[src/rtl/map_pkg.sv]
// rtl/map_pkg.sv - shared map RAM geometry, tile codes, reader states and row field helper
package map_pkg;

    localparam int MAP_COLS = 40;
    localparam int MAP_ROWS = 30;
    localparam int ROW_BITS = 160;

    typedef logic [3:0] tile_t;

    localparam tile_t TILE_EMPTY   = 4'h0;
    localparam tile_t TILE_DOT     = 4'h1;
    localparam tile_t TILE_PILL    = 4'h2;
    localparam tile_t TILE_PACMAN  = 4'h4;
    localparam tile_t TILE_GHOST   = 4'h5;
    localparam tile_t TILE_INVALID = 4'hF;

    typedef enum logic [1:0] {
        RD_IDLE,
        RD_WAIT,
        RD_CAPTURE,
        RD_RESP
    } rd_state_t;

    // Tile 0 sits in the top nibble of the row, so column x starts at bit 159-(4x+3).
    // The index is 8 bits wide with no wrap; callers guarantee x < MAP_COLS.
    function automatic tile_t tile_at(input logic [ROW_BITS-1:0] row, input logic [5:0] x);
        logic [7:0] idx;
        idx = 8'd156 - {x, 2'b00};
        return row[idx +: 4];
    endfunction

endpackage

[src/rtl/map_rr_arbiter.sv]
// rtl/map_rr_arbiter.sv - round-robin arbiter: first requester at or after the pointer wins
module map_rr_arbiter #(
    parameter  int N  = 3,
    localparam int PW = (N > 1) ? $clog2(N) : 1
) (
    input  logic [N-1:0]  req,
    input  logic [PW-1:0] ptr,
    output logic [N-1:0]  gnt,
    output logic [PW-1:0] next_ptr
);

    // Cyclic search from the pointer; the winner's successor becomes the next pointer.
    always_comb begin
        logic          found;
        logic [PW-1:0] idx;
        gnt      = '0;
        next_ptr = ptr;
        found    = 1'b0;
        idx      = '0;
        for (int k = 0; k < N; k++) begin
            idx = PW'((int'(ptr) + k) % N);
            if (!found && req[idx]) begin
                found    = 1'b1;
                gnt[idx] = 1'b1;
                next_ptr = PW'((int'(idx) + 1) % N);
            end
        end
    end

endmodule

[src/rtl/map_ram_reader.sv]
// rtl/map_ram_reader.sv - map RAM read responder; optional row cache enabled by MAP_READER_ROW_CACHE_EN
module map_ram_reader
    import map_pkg::*;
#(
    parameter int NUM_CLIENTS = 3,
    parameter int RD_LATENCY  = 2,
    parameter int COLS        = MAP_COLS,
    parameter int ROWS        = MAP_ROWS
) (
    input  logic                     CLOCK_50,
    input  logic                     reset_n,
    input  logic [NUM_CLIENTS-1:0]   req,
    input  logic [6*NUM_CLIENTS-1:0] qx,
    input  logic [5*NUM_CLIENTS-1:0] qy,
    output logic [4:0]               rdaddr,
    input  logic [159:0]             rddata,
    input  logic                     wr_snoop,
    input  logic [4:0]               wr_snoop_addr,
    output logic [NUM_CLIENTS-1:0]   resp_valid,
    output tile_t                    resp_tile,
    output logic                     busy
);

    localparam int         PW       = (NUM_CLIENTS > 1) ? $clog2(NUM_CLIENTS) : 1;
    localparam logic [2:0] LAT      = 3'(RD_LATENCY);
    localparam logic [5:0] COLS_LIM = 6'(COLS);
    localparam logic [5:0] ROWS_LIM = 6'(ROWS);

    rd_state_t              state_q, state_d;
    logic [NUM_CLIENTS-1:0] gnt_q, gnt_d;
    logic [PW-1:0]          ptr_q, ptr_d;
    logic [5:0]             x_q, x_d;
    logic [4:0]             y_q, y_d;
    logic [2:0]             cnt_q, cnt_d;
    logic [4:0]             rdaddr_d;
    tile_t                  tile_d;

    logic [NUM_CLIENTS-1:0] arb_gnt;
    logic [PW-1:0]          arb_next_ptr;
    logic [5:0]             sel_x;
    logic [4:0]             sel_y;
    logic                   out_of_range;
    logic [159:0]           capture_row;

    map_rr_arbiter #(
        .N(NUM_CLIENTS)
    ) u_arb (
        .req      (req),
        .ptr      (ptr_q),
        .gnt      (arb_gnt),
        .next_ptr (arb_next_ptr)
    );

    // Pick out the coordinates of whichever client the arbiter is granting.
    always_comb begin
        sel_x = '0;
        sel_y = '0;
        for (int i = 0; i < NUM_CLIENTS; i++) begin
            if (arb_gnt[i]) begin
                sel_x = qx[6*i +: 6];
                sel_y = qy[5*i +: 5];
            end
        end
    end

    assign out_of_range = (sel_x >= COLS_LIM) || ({1'b0, sel_y} >= ROWS_LIM);

`ifdef MAP_READER_ROW_CACHE_EN
    logic [159:0] cache_row;
    logic [4:0]   cache_tag;
    logic         cache_valid;
    logic         from_cache_q, from_cache_d;
    logic         cache_fill;
    logic [4:0]   inval_tag;
    logic         cache_hit;

    // A write to the cached row in the same cycle as the lookup forces a RAM read.
    assign cache_hit   = cache_valid && (sel_y == cache_tag) &&
                         !(wr_snoop && (wr_snoop_addr == cache_tag));
    assign capture_row = from_cache_q ? cache_row : rddata;
    assign cache_fill  = (state_q == RD_CAPTURE) && !from_cache_q;
    // While filling, the row being installed is the one a write must invalidate.
    assign inval_tag   = cache_fill ? y_q : cache_tag;

    // Row cache storage; any write to the tagged row drops the entry.
    always_ff @(posedge CLOCK_50 or negedge reset_n) begin
        if (!reset_n) begin
            cache_row    <= '0;
            cache_tag    <= '0;
            cache_valid  <= 1'b0;
            from_cache_q <= 1'b0;
        end else begin
            from_cache_q <= from_cache_d;
            if (cache_fill) begin
                cache_row <= rddata;
                cache_tag <= y_q;
            end
            if (wr_snoop && (wr_snoop_addr == inval_tag)) begin
                cache_valid <= 1'b0;
            end else if (cache_fill) begin
                cache_valid <= 1'b1;
            end
        end
    end
`else
    assign capture_row = rddata;
`endif

    // Next-state and datapath updates for the IDLE/WAIT/CAPTURE/RESP sequence.
    always_comb begin
        state_d  = state_q;
        gnt_d    = gnt_q;
        ptr_d    = ptr_q;
        x_d      = x_q;
        y_d      = y_q;
        cnt_d    = cnt_q;
        rdaddr_d = rdaddr;
        tile_d   = resp_tile;
`ifdef MAP_READER_ROW_CACHE_EN
        from_cache_d = from_cache_q;
`endif
        case (state_q)
            RD_IDLE: begin
                if (|req) begin
                    gnt_d = arb_gnt;
                    ptr_d = arb_next_ptr;
                    x_d   = sel_x;
                    y_d   = sel_y;
`ifdef MAP_READER_ROW_CACHE_EN
                    from_cache_d = 1'b0;
`endif
                    if (out_of_range) begin
                        tile_d  = TILE_INVALID;
                        state_d = RD_RESP;
                    end
`ifdef MAP_READER_ROW_CACHE_EN
                    else if (cache_hit) begin
                        from_cache_d = 1'b1;
                        state_d      = RD_CAPTURE;
                    end
`endif
                    else begin
                        rdaddr_d = sel_y;
                        cnt_d    = LAT;
                        state_d  = RD_WAIT;
                    end
                end
            end
            RD_WAIT: begin
                if (wr_snoop && (wr_snoop_addr == y_q)) begin
                    cnt_d = LAT;
                end else if (cnt_q <= 3'd1) begin
                    state_d = RD_CAPTURE;
                end else begin
                    cnt_d = cnt_q - 3'd1;
                end
            end
            RD_CAPTURE: begin
                tile_d  = tile_at(capture_row, x_q);
                state_d = RD_RESP;
            end
            RD_RESP: begin
                state_d = RD_IDLE;
            end
            default: begin
                state_d = RD_IDLE;
            end
        endcase
    end

    // State and datapath registers.
    always_ff @(posedge CLOCK_50 or negedge reset_n) begin
        if (!reset_n) begin
            state_q   <= RD_IDLE;
            gnt_q     <= '0;
            ptr_q     <= '0;
            x_q       <= '0;
            y_q       <= '0;
            cnt_q     <= '0;
            rdaddr    <= '0;
            resp_tile <= TILE_EMPTY;
        end else begin
            state_q   <= state_d;
            gnt_q     <= gnt_d;
            ptr_q     <= ptr_d;
            x_q       <= x_d;
            y_q       <= y_d;
            cnt_q     <= cnt_d;
            rdaddr    <= rdaddr_d;
            resp_tile <= tile_d;
        end
    end

    assign resp_valid = (state_q == RD_RESP) ? gnt_q : '0;
    assign busy       = (state_q != RD_IDLE);

endmodule

[config.mk]
export PLATFORM = sky130hd
export DESIGN_NAME = map_ram_reader
export DESIGN_NICKNAME = d
export VERILOG_FILES = /design/src/rtl/map_pkg.sv /design/src/rtl/map_rr_arbiter.sv /design/src/rtl/map_ram_reader.sv
export SDC_FILE = /design/constraint.sdc
export NUM_CORES = 1
export LEC_CHECK = 0
export BUFFER_PORTS_ARGS = -buffer_cell sky130_fd_sc_hd__buf_2
export CORE_MARGIN = 2
export CORE_UTILIZATION = 44
export DETAILED_ROUTE_END_ITERATION = 10
export GPL_TIMING_DRIVEN = 0
export PLACE_DENSITY = 0.9
export SLEW_MARGIN = 25
export SYNTH_ARGS = -nofsm -noshare
export SYNTH_HDL_FRONTEND = slang
export SYNTH_SLANG_ARGS = --single-unit
[constraint.sdc]
create_clock -name CLOCK_50 -period 4.06 [get_ports CLOCK_50]
set_clock_uncertainty 0.15 [all_clocks]
set_input_delay 0.609 -clock CLOCK_50 [delete_from_list [all_inputs] [get_ports CLOCK_50]]
set_output_delay 0.609 -clock CLOCK_50 [all_outputs]
set_load 0.01 [all_outputs]
==> results of run 1 <==
[final timing paths]
check | from | end | slack (ns) | depth (start not counted)
max | ptr_q[1]$_DFFE_PN0P_ | resp_tile[3]$_DFFE_PN0P_ | 0.40 | 12
min | reset_n | cnt_q[0]$_DFFE_PN0P_ | 0.21 | 1
max reg2reg | ptr_q[1]$_DFFE_PN0P_ | resp_tile[3]$_DFFE_PN0P_ | 0.40 | 12
min reg2reg | rdaddr[4]$_DFFE_PN0P_ | rdaddr[4]$_DFFE_PN0P_ | 0.33 | 1
max in group asynchronous | reset_n | cnt_q[2]$_DFFE_PN0P_ | 3.10 | 1
min in group CLOCK_50 | rdaddr[4]$_DFFE_PN0P_ | rdaddr[4]$_DFFE_PN0P_ | 0.33 | 1
[logic make-up (layout without fill, tap and decap cells)]
family | Yosys count | count (layout) | synth area share [%]
AO/OA/AOI/OAI | 64 | 64 | 15.2
XOR/XNOR | 7 | 7 | 1.76
adder cells (fa/ha/maj) | 12 | 12 | 4.30
buffers and inverters | 37 | 260 | 5.05
flip-flops | 30 | 30 | 21.5
multiplexers | 80 | 80 | 41.4
other | 0 | 2 | 0
AND/OR/NAND/NOR | 78 | 78 | 10.9
[per-layer routing]
layer	share of wire (%)	track usage, %	vias to the layer above	wire [um]
met5	0.10	0	-	13
met4	2.1	8.58	2	255
met3	10	6.85	31	1240
met2	48	48.3	223	6020
met1	39	38.0	1826	4890
li1	-	-	1683	-
[cells in the mapped netlist, drive strengths merged, types with 5 or more instances]
cell type and n:
dfrtp 30, nand3 5, ha 12, mux2i 13, o31ai 7, a21oi 10, buf 18, clkbuf 8
mux2 19, inv 11, mux4 48, nor2 30, a221oi 11, xor2 6, nand2 20
[per-stage QoR]
stage          hold slack, ns  worst slack (ns)
3_3_place_gp            0.318             0.508
5_1_grt                 0.259             0.215
4_1_cts                 0.228             0.442
2_1_floorplan           0.163             0.846
6_report                0.211             0.396
3_5_place_dp            0.323             0.462
[final cells by class]
cell class | instances | area, um^2
Fill cell | 630 | 2890
Multi-Input combinational cell | 241 | 2560
Timing Repair Buffer | 215 | 1080
Sequential cell | 30 | 751
Buffer | 26 | 135
Tap cell | 102 | 128
Clock buffer | 6 | 82.6
Inverter | 11 | 41.3
Clock inverter | 2 | 12.5
Antenna cell | 2 | 5.00
[power groups by stage]
stage          Combinational, uW  Clock (uW)  Sequential [uW]
2_1_floorplan               1960           0              527
3_5_place_dp                2580           0              539
5_1_grt                     2830         268              548
4_1_cts                     2590         257              533
3_3_place_gp                2530           0              530
6_report                    2610         252              534
[critical path, cell delays in order, from the launching register on]
cell and delay (ns):
dfrtp_1 0.42, inv_1 0.09, ha_1 0.26, mux2i_1 0.39, nor2_1 0.14, a2111oi_4 0.43, a211oi_2 0.10, buf_6 0.19
a221oi_2 0.29, o22ai_1 0.17, a32o_2 0.35, o21bai_4 0.22, mux2_4 0.32
[sequential cells by signal, summed over array words and instances, names as in the netlist]
name / flops
rdaddr: 5
state_q: 2
cnt_q: 3
gnt_q: 3
x_q: 6
resp_tile: 4
ptr_q: 2
y_q: 5
[placed cells by master (no fill, tap or decap), drive strengths merged, types with 4 or more instances in the layout]
master | synthesis | routed
mux4 | 48 | 48
a221oi | 11 | 11
dfrtp | 30 | 30
nor3 | 4 | 4
o22ai | 4 | 4
mux2i | 13 | 13
a21oi | 10 | 10
and2 | 4 | 4
ha | 12 | 12
nor2 | 30 | 30
o31ai | 7 | 7
nand3 | 5 | 5
clkbuf | 8 | 14
buf | 18 | 233
o21ai | 4 | 4
nand2 | 20 | 20
o221ai | 4 | 4
xor2 | 6 | 6
inv | 11 | 11
mux2 | 19 | 19
==> summary.txt, run 1 <==
Outcome - finished, final reports clean
Setup bufs post-CTS - 0
Initial Utilization - 45.4%
Die area - 0.00866 mm^2
Routed vias - 3765
Min cycle time layout - 3.66 ns
Net Switching - 1590 uW
Startpoint Class - register
Die X - 93.1 um
Cts hold-fix bufs - 0
Synth warn - 0
Critical path class - register to register
Clock sink count - 30
Total Routing Usage GR - 29.0%
Final Hold Viols - 0
Antenna-violating nets left - 0
Final Setup Violations - 0
Starting DRT DRC Count - 231
CTS tree - done
LEAKAGE - 0.00223 uW
Worst-path clk slew - 0.07 ns
Initial antenna violation count - 2
Worst skew pair latency - 0.29 ns
Slew Viols, Final - 0
FFs w/ async S/R, synth - 100%
WP data required - 4.08 ns
Crit path DAT - 3.68 ns
Fmax - 273 MHz
Peak VDD IR - 0.592 mV
Worst-Margin Slew - 0.945 ns
Yosys reg bits - 30
Largest net degree at the start of global routing - 31
DRC viols - 0
Routability Congestion - 0.996
Global-route wire length before repair - 19400 um
Vias in the first global route - 3864
Register area share after synthesis - 21.5%
Placed Area - 0.00469 mm^2
Post-layout power - 3400 uW
Unrepaired setup endpoints after global routing - no
Slew HR - 36.5%
CTS Buf Count - 5
Post-CTS sizing - 0
Clock Path Buffers - 2
Sw Share - 46.7%
Clock power share - 7.4%
Total Routed Length - 12400 um
Layout cells sized above 1 - 57.6%
Syn_area_per_cell - 11.3 um^2
Syn Inst Count - 308
Hold Path Class - primary input to async pin
Design area - 0.00479 mm^2
Ratio of final minimum period to clock period - 90.2%
# port buffers - 215
EDFF count, synth - 0
Io pins - 217
H-tree levels - 2
Final Non-Filler Cells - 635
Setup TNS - 0 ns
HPWL after DPL - 10500 um
CP max FO - 10
Area delta synth->final - 37.3%
PD cells - 709 mW/mm^2
Worst setup EP type - register
Initial DRT Pass Iterations - 5
Yosys cell types - 59
Die H - 93.1 um
DR vias/cell - 5.93
Cell Rows - 32
Most used flip-flop cell after synthesis - dfrtp_1
Combinational cell fraction of total power - 76.8%
Synth top area cells - mux4_2 (31%), dfrtp_1 (22%), ha_1 (4.3%)
Top cell type's share of synthesized area - 31.0%
Final nets - 746
Inst Count DP - 625
Cell taking the most area after synthesis - mux4_2
Util after Layout - 62.4%
Cell Int Power - 1810 uW
Syn Nets - 524
Root buf cell - clkbuf_8
Core Footprint - 0.00769 mm^2
Grt ovf - 0
Post-Syn Area - 0.00349 mm^2
Sequential power share - 15.7%
Max Cap Viol - 0
Avg WL per Cell - 19.6 um
(Power assumes the default switching activity.)
==> run 2: changes to the inputs <==
CORE_ASPECT_RATIO = 1.75   (was not set)
==> run 2 against run 1 <==
Global-route usage is 1.7 points higher. Combinational power hardly changed. Fmax is 0.71% lower. Via count is 0.21% higher. Critical path type unchanged. Sequential cell count stayed put. Cell area is 0.84% higher. Core utilization is 0.40 points lower. Worst setup slack worse by 0.026 ns. Sequential share of layout area is 0.13 points lower.
==> summary.txt, run 2 (synthesis gave the netlist of run 1 again) <==
Avg WL per Cell - 21.6 um (+10%)
Routability Congestion - 0.963 (-3.4%)
Post-CTS sizing - 0 (unchanged)
Highest metal used - met4
Die H - 122 um (+31%)
Max Cap Viol - 0 (unchanged)
HPWL after DPL - 11300 um (+7.2%)
Sequential power share - 15.0% (-0.7 points)
Worst-path cell chain - inv_1 -> ha_1 -> mux2_2 -> and4_4 -> a2111oi_4 -> a211oi_2 -> buf_6 -> a221oi_2 -> o22ai_1 -> a32o_2 -> o21bai_4 -> mux2_4
R2R setup slack - 0.37 ns (-0.03 ns)
Inst Count DP - 613 (-1.9%)
Largest net degree at the start of global routing - 31 (unchanged)
Combinational cell fraction of total power - 74.5% (-2.3 points)
Antenna-violating nets left - 0 (unchanged)
Initial antenna violation count - 1 (-1)
Sw Share - 45.8% (-0.90 points)
Crit path buffers/inverters - 2 (unchanged)
Final Non-Filler Cells - 622 (-2.0%)
Worst path top cell family by delay - compound AO/OA/AOI/OAI gates
Slew Viols, Final - 0 (unchanged)
H-tree levels - 2 (unchanged)
Area delta synth->final - 38.5%
Worst-Margin Slew - 0.907 ns (-0.0385 ns)
WL met1 - 4800 um (-1.8%)
Vias in the first global route - 4082 (+5.6%)
Final Hold Viols - 0 (unchanged)
Clock sink count - 30 (unchanged)
Cell Int Power - 1920 uW (+6.1%)
Cell Rows - 43 (+34%)
Grt ovf - 0 (unchanged)
LEAKAGE - 0.00226 uW (+1.2%)
Crit path DAT - 3.71 ns (+0.03 ns)
Top Registers - x_q: 6 flops, rdaddr: 5 flops, y_q: 5 flops
Most flops, register - x_q
Final Setup Violations - 0 (unchanged)
Cts hold-fix bufs - 0 (unchanged)
Worst setup EP type - register
Global-route wire length before repair - 20400 um (+5.1%)
DR vias/cell - 6.07 (+2.3%)
Root buf cell - clkbuf_16
Layout cells sized above 1 - 57.6% (unchanged)
Net Switching - 1620 uW (+2.4%)
Critical path class - register to register
CTS tree - done
Die X - 71.3 um (-23%)
Core Footprint - 0.00780 mm^2 (+1.5%)
# port buffers - 215 (unchanged)
Starting DRT DRC Count - 213 (-7.8%)
Unrepaired setup endpoints after global routing - no
Setup TNS - 0 ns (unchanged)
Initial DRT Pass Iterations - 5 (unchanged)
Routed vias - 3773 (+0.21%)
DRC viols - 0 (unchanged)
Hold Path Class - primary input to async pin
Outcome - finished, final reports clean
Startpoint Class - register
Initial Utilization - 44.7% (-0.66 points)
Ratio of final minimum period to clock period - 90.9% (+0.64 points)
WL met2 - 7150 um (+19%)
Critical path origin - ptr_q[0]$_DFFE_PN0P_
Cells on worst reg2reg path - 12 (unchanged)
Most frequent cells in the layout - buf_2 (218), mux4_2 (48), dfrtp_1 (30)
CP max FO - 10 (unchanged)
Min cycle time layout - 3.69 ns (+0.0261 ns)
Setup bufs post-CTS - 0 (unchanged)
Met3 wire len - 1010 um (-18%)
Post-layout power - 3550 uW (+4.4%)
Clock power share - 10.5% (+3.1 points)
Total Routing Usage GR - 30.7% (+1.7 points)
Final nets - 746 (unchanged)
Max reg flops - 6 (unchanged)
Io pins - 217 (unchanged)
Commonest non-fill, non-tap cell in the layout - buf_2
Fmax - 271 MHz (-0.71%)
Reg2reg end - resp_tile[2]$_DFFE_PN0P_
Worst-path clk slew - 0.05 ns (-0.02 ns)
Slew HR - 39.1% (+2.6 points)
Critical R2R Launch - ptr_q[0]$_DFFE_PN0P_
CTS Buf Count - 5 (unchanged)
Die area - 0.00869 mm^2 (+0.32%)
Total Routed Length - 13400 um (+8.0%)
Critical path's largest stage delay - 0.41 ns (-0.02 ns)
Worst skew pair latency - 0.28 ns (about the same)
Util after Layout - 62.0% (-0.40 points)
CP max-delay cell - dfrtp_1
PD cells - 734 mW/mm^2 (+3.5%)
WP data required - 4.08 ns (about the same)
Peak VDD IR - 0.520 mV (-12%)
Clock Path Buffers - 2 (unchanged)
[run 2: changes by cell type in the layout (fill, tap and decap cells not counted), sizes merged]
cell,previous run,this run
diode,2,1
clkbuf,14,15
clkinvlp,1,0
[run 2: stage by stage]
stage,hold slack (ns),cell area [um^2],worst slack [ns]
after global placement,0.308,4680,0.440
after detailed placement,0.321,4680,0.408
after CTS,0.247,4830,0.403
after global routing,0.269,4830,0.132
after floorplan,0.163,3490,0.846
final,0.203,4830,0.370
[run 2: worst max path at each step]
stage	end	slack, ns	depth (start not counted)
floorplan	resp_tile[0]$_DFFE_PN0P_	0.85	12
global route	resp_tile[3]$_DFFE_PN0P_	0.13	13
global placement	resp_tile[2]$_DFFE_PN0P_	0.44	12
detailed placement	resp_tile[2]$_DFFE_PN0P_	0.41	12
CTS	resp_tile[2]$_DFFE_PN0P_	0.40	12
finish	resp_tile[2]$_DFFE_PN0P_	0.37	12
[run 2: layout make-up]
cell class | count | area (um^2)
well taps | 90 | 113
repair buffers | 215 | 1080
flip-flops and latches | 30 | 751
fillers | 682 | 2970
multi-input cells | 241 | 2570
diodes | 1 | 2.50
plain buffers | 26 | 135
clock inverters | 1 | 5.00
inverters | 11 | 41.3
clock buffers | 7 | 143
[run 2: routing by layer]
metal  up-vias  track usage (%)
met3        44             5.21
met5         -                0
li1       1681                -
met4         0             10.5
met1      1801             34.2
met2       247             57.6
[run 2: power by group through the flow]
stage | logic [uW] | clock network [uW] | registers [uW]
3_5_place_dp | 2610 | 0 | 534
2_1_floorplan | 1960 | 0 | 527
5_1_grt | 2880 | 384 | 547
4_1_cts | 2630 | 372 | 531
3_3_place_gp | 2550 | 0 | 525
6_report | 2640 | 372 | 533
==> run 3: changes to the inputs <==
ABC_AREA = 1   (was not set)
==> run 3 against run 2 <==
Critical path depth grew 7. Synthesized area up 1.3%. Combinational power up 18%. Sequential cell count unchanged. Final cell count grew 43%. Sequential share of layout area decreased by 0.20 points. Worst setup slack improved by 0.72 ns. Count of clock-buffer cells in the layout increased by 1. Critical endpoint is now cnt_q[1]$_DFFE_PN0P_.
==> summary.txt, run 3 <==
Syn Nets - 789 (+51%)
Antenna-violating nets left - 0 (unchanged)
Antenna diodes - 0 (-1)
Slew Viols, Final - 0 (unchanged)
Register area share after synthesis - 21.2% (-0.28 points)
Worst setup EP type - register
Die H - 123 um (+0.64%)
Critical path class - register to register
Syn Inst Count - 573 (+86%)
Root buf cell - clkbuf_16
Starting DRT DRC Count - 388 (+82%)
Final Setup Violations - 0 (unchanged)
Unrepaired setup endpoints after global routing - no
WHS - 0.223 ns (+0.0203 ns)
Final nets - 1012 (+36%)
Inst Count DP - 879 (+43%)
Layout cells sized above 1 - 32.5% (-25 points)
Post-Syn Area - 0.00354 mm^2 (+1.3%)
Top cell type's share of synthesized area - 21.2% (-9.7 points)
Clock power share - 9.9% (-0.6 points)
Design area - 0.00490 mm^2 (+1.3%)
Post-layout power - 4050 uW (+14%)
Cts hold-fix bufs - 0 (unchanged)
Synth warn - 0 (unchanged)
DRC viols - 0 (unchanged)
Io pins - 217 (unchanged)
Worst-Margin Slew - 0.675 ns (-0.231 ns)
Net Switching - 2270 uW (+40%)
CTS Buf Count - 5 (unchanged)
Post-CTS sizing - 0 (unchanged)
Initial Utilization - 45.0% (+0.28 points)
FFs w/ async S/R, synth - 100% (unchanged)
Core Footprint - 0.00786 mm^2 (+0.69%)
Avg WL per Cell - 16.6 um (-23%)
Crit path DAT - 2.98 ns (-0.73 ns)
Most flops, register - x_q
Cell with the most instances after synthesis - nor2_1
Setup TNS - 0 ns (unchanged)
Sequential power share - 13.1% (-1.9 points)
EDFF count, synth - 0 (unchanged)
CP max FO - 10 (unchanged)
Cell taking the most area after synthesis - dfrtp_1
Yosys reg bits - 30 (unchanged)
# fillers - 768 (+13%)
Global-route wire length before repair - 22900 um (+12%)
Vias in the first global route - 5075 (+24%)
# port buffers - 216 (+0.47%)
Grt ovf - 0 (unchanged)
Initial antenna violation count - 2 (+1)
Max reg flops - 6 (unchanged)
Final Hold Viols - 0 (unchanged)
Area delta synth->final - 38.5% (about the same)
Fmax - 337 MHz (+24%)
Combinational cell fraction of total power - 77.1% (+2.6 points)
Cell Rows - 43 (unchanged)
Most frequent cells in the layout - buf_2 (216), nor2_1 (107), o21ai_0 (98)
Clock Path Buffers - 2 (unchanged)
Most used flip-flop cell after synthesis - dfrtp_1
Max Cap Viol - 0 (unchanged)
Final Non-Filler Cells - 887 (+43%)
WP data required - 4.07 ns (about the same)
Clock sink count - 30 (unchanged)
HPWL after DPL - 11900 um (+4.9%)
Top Registers - x_q: 6 flops, rdaddr: 5 flops, y_q: 5 flops
Placed Area - 0.00473 mm^2 (+1.1%)
Setup bufs post-CTS - 0 (unchanged)
Syn_area_per_cell - 6.17 um^2 (-46%)
Min cycle time layout - 2.97 ns (-0.721 ns)
H-tree levels - 2 (unchanged)
Total Routing Usage GR - 32.6% (+1.9 points)
Hold Path Class - primary input to async pin
Total Routed Length - 14800 um (+10%)
Cell Int Power - 1780 uW (-7.7%)
PD cells - 827 mW/mm^2 (+13%)
CTS tree - done
Die X - 71.8 um (+0.62%)
Routed vias - 5167 (+37%)
Die area - 0.00880 mm^2 (+1.3%)
Sw Share - 56.2% (+10 points)
Worst-path clk slew - 0.05 ns (about the same)
Ratio of final minimum period to clock period - 73.1% (-18 points)
Outcome - finished, final reports clean
Largest net degree at the start of global routing - 31 (unchanged)
LEAKAGE - 0.00253 uW (+12%)
Slew HR - 55.0% (+16 points)
Peak VDD IR - 0.509 mV (-2.0%)
Yosys cell types - 36 (-39%)
Worst skew pair latency - 0.27 ns (about the same)
Commonest non-fill, non-tap cell in the layout - buf_2
Initial DRT Pass Iterations - 5 (unchanged)
Synth top cells by count - nor2_1 (107), o21ai_0 (98), nand2_1 (78), nand3_1 (53), inv_1 (38)
Routability Congestion - 1.02 (+5.9%)
Synth top area cells - dfrtp_1 (21%), o21ai_0 (14%), nor2_1 (11%)
DR vias/cell - 5.83 (-4.0%)
Startpoint Class - register
-- run 3: cells by family (layout without fill, tap and decap cells) --
kind of cell | Yosys count | count (layout) | share of synthesized area, %
adder cells (fa/ha/maj) | 12 | 12 | 4.24
buffers and inverters | 81 | 305 | 9.13
AO/OA/AOI/OAI | 178 | 178 | 30.4
XOR/XNOR | 4 | 4 | 0.990
AND/OR/NAND/NOR | 268 | 268 | 34.0
flip-flops | 30 | 30 | 21.2
-- run 3: area by class of cell --
class	count	area, um^2	area share, %
plain buffers	36	154	3.14
clock buffers	8	166	3.40
inverters	45	169	3.45
multi-input cells	462	2460	50.3
flip-flops and latches	30	751	15.3
well taps	90	113	2.30
repair buffers	216	1080	22.1
-- run 3: path summary, 6_finish.rpt --
check | startpoint | depth (start not counted) | slack [ns] | to
max reg2reg | ptr_q[0]$_DFFE_PN0P_ | 19 | 1.09 | cnt_q[1]$_DFFE_PN0P_
min reg2reg | resp_tile[3]$_DFFE_PN0P_ | 2 | 0.32 | resp_tile[3]$_DFFE_PN0P_
min | reset_n | 1 | 0.22 | resp_tile[1]$_DFFE_PN0P_
max | ptr_q[0]$_DFFE_PN0P_ | 19 | 1.09 | cnt_q[1]$_DFFE_PN0P_
max in group asynchronous | reset_n | 1 | 3.10 | x_q[4]$_DFFE_PN0P_
min in group CLOCK_50 | resp_tile[3]$_DFFE_PN0P_ | 2 | 0.32 | resp_tile[3]$_DFFE_PN0P_
-- run 3: power by group through the flow --
stage	Sequential (uW)	Clock, uW	Combinational [uW]
after detailed placement	531	0	3040
after global routing	542	415	3470
after CTS	528	402	3060
after global placement	525	0	3000
final	530	399	3120
after floorplan	530	0	2210
-- run 3: per-layer routing --
metal | up-vias | wire length [um] | part of all wire (%) | GRT usage [%]
li1 | 2433 | - | - | -
met1 | 2300 | 5100 | 35 | 32.9
met2 | 349 | 7400 | 50 | 59.7
met3 | 81 | 1300 | 8.8 | 6.98
met4 | 4 | 921 | 6.2 | 20.0
met5 | - | 27 | 0.18 | 0
-- run 3: worst max-delay path, stage by stage, from the launching register on --
cell and delay, ns:
dfrtp_1 0.37, inv_1 0.08, ha_1 0.38, inv_1 0.18, nand2_1 0.07, nand3_1 0.07
nand2_1 0.12, nand3_2 0.10, nand2_1 0.08, nor2_2 0.17, buf_4 0.20, nand2_1 0.07
a21oi_1 0.23, nand2_1 0.10, nand2_2 0.14, nand2_4 0.09, nand2_4 0.08, nand2_2 0.06
nand2_1 0.06, nand2_1 0.05
-- run 3: stage by stage --
stage	util [%]	setup WS (ns)
2_1_floorplan	-	1.53
3_3_place_gp	60.2	1.16
3_5_place_dp	60.2	1.10
4_1_cts	62.3	1.09
5_1_grt	62.3	0.814
6_report	62.3	1.09
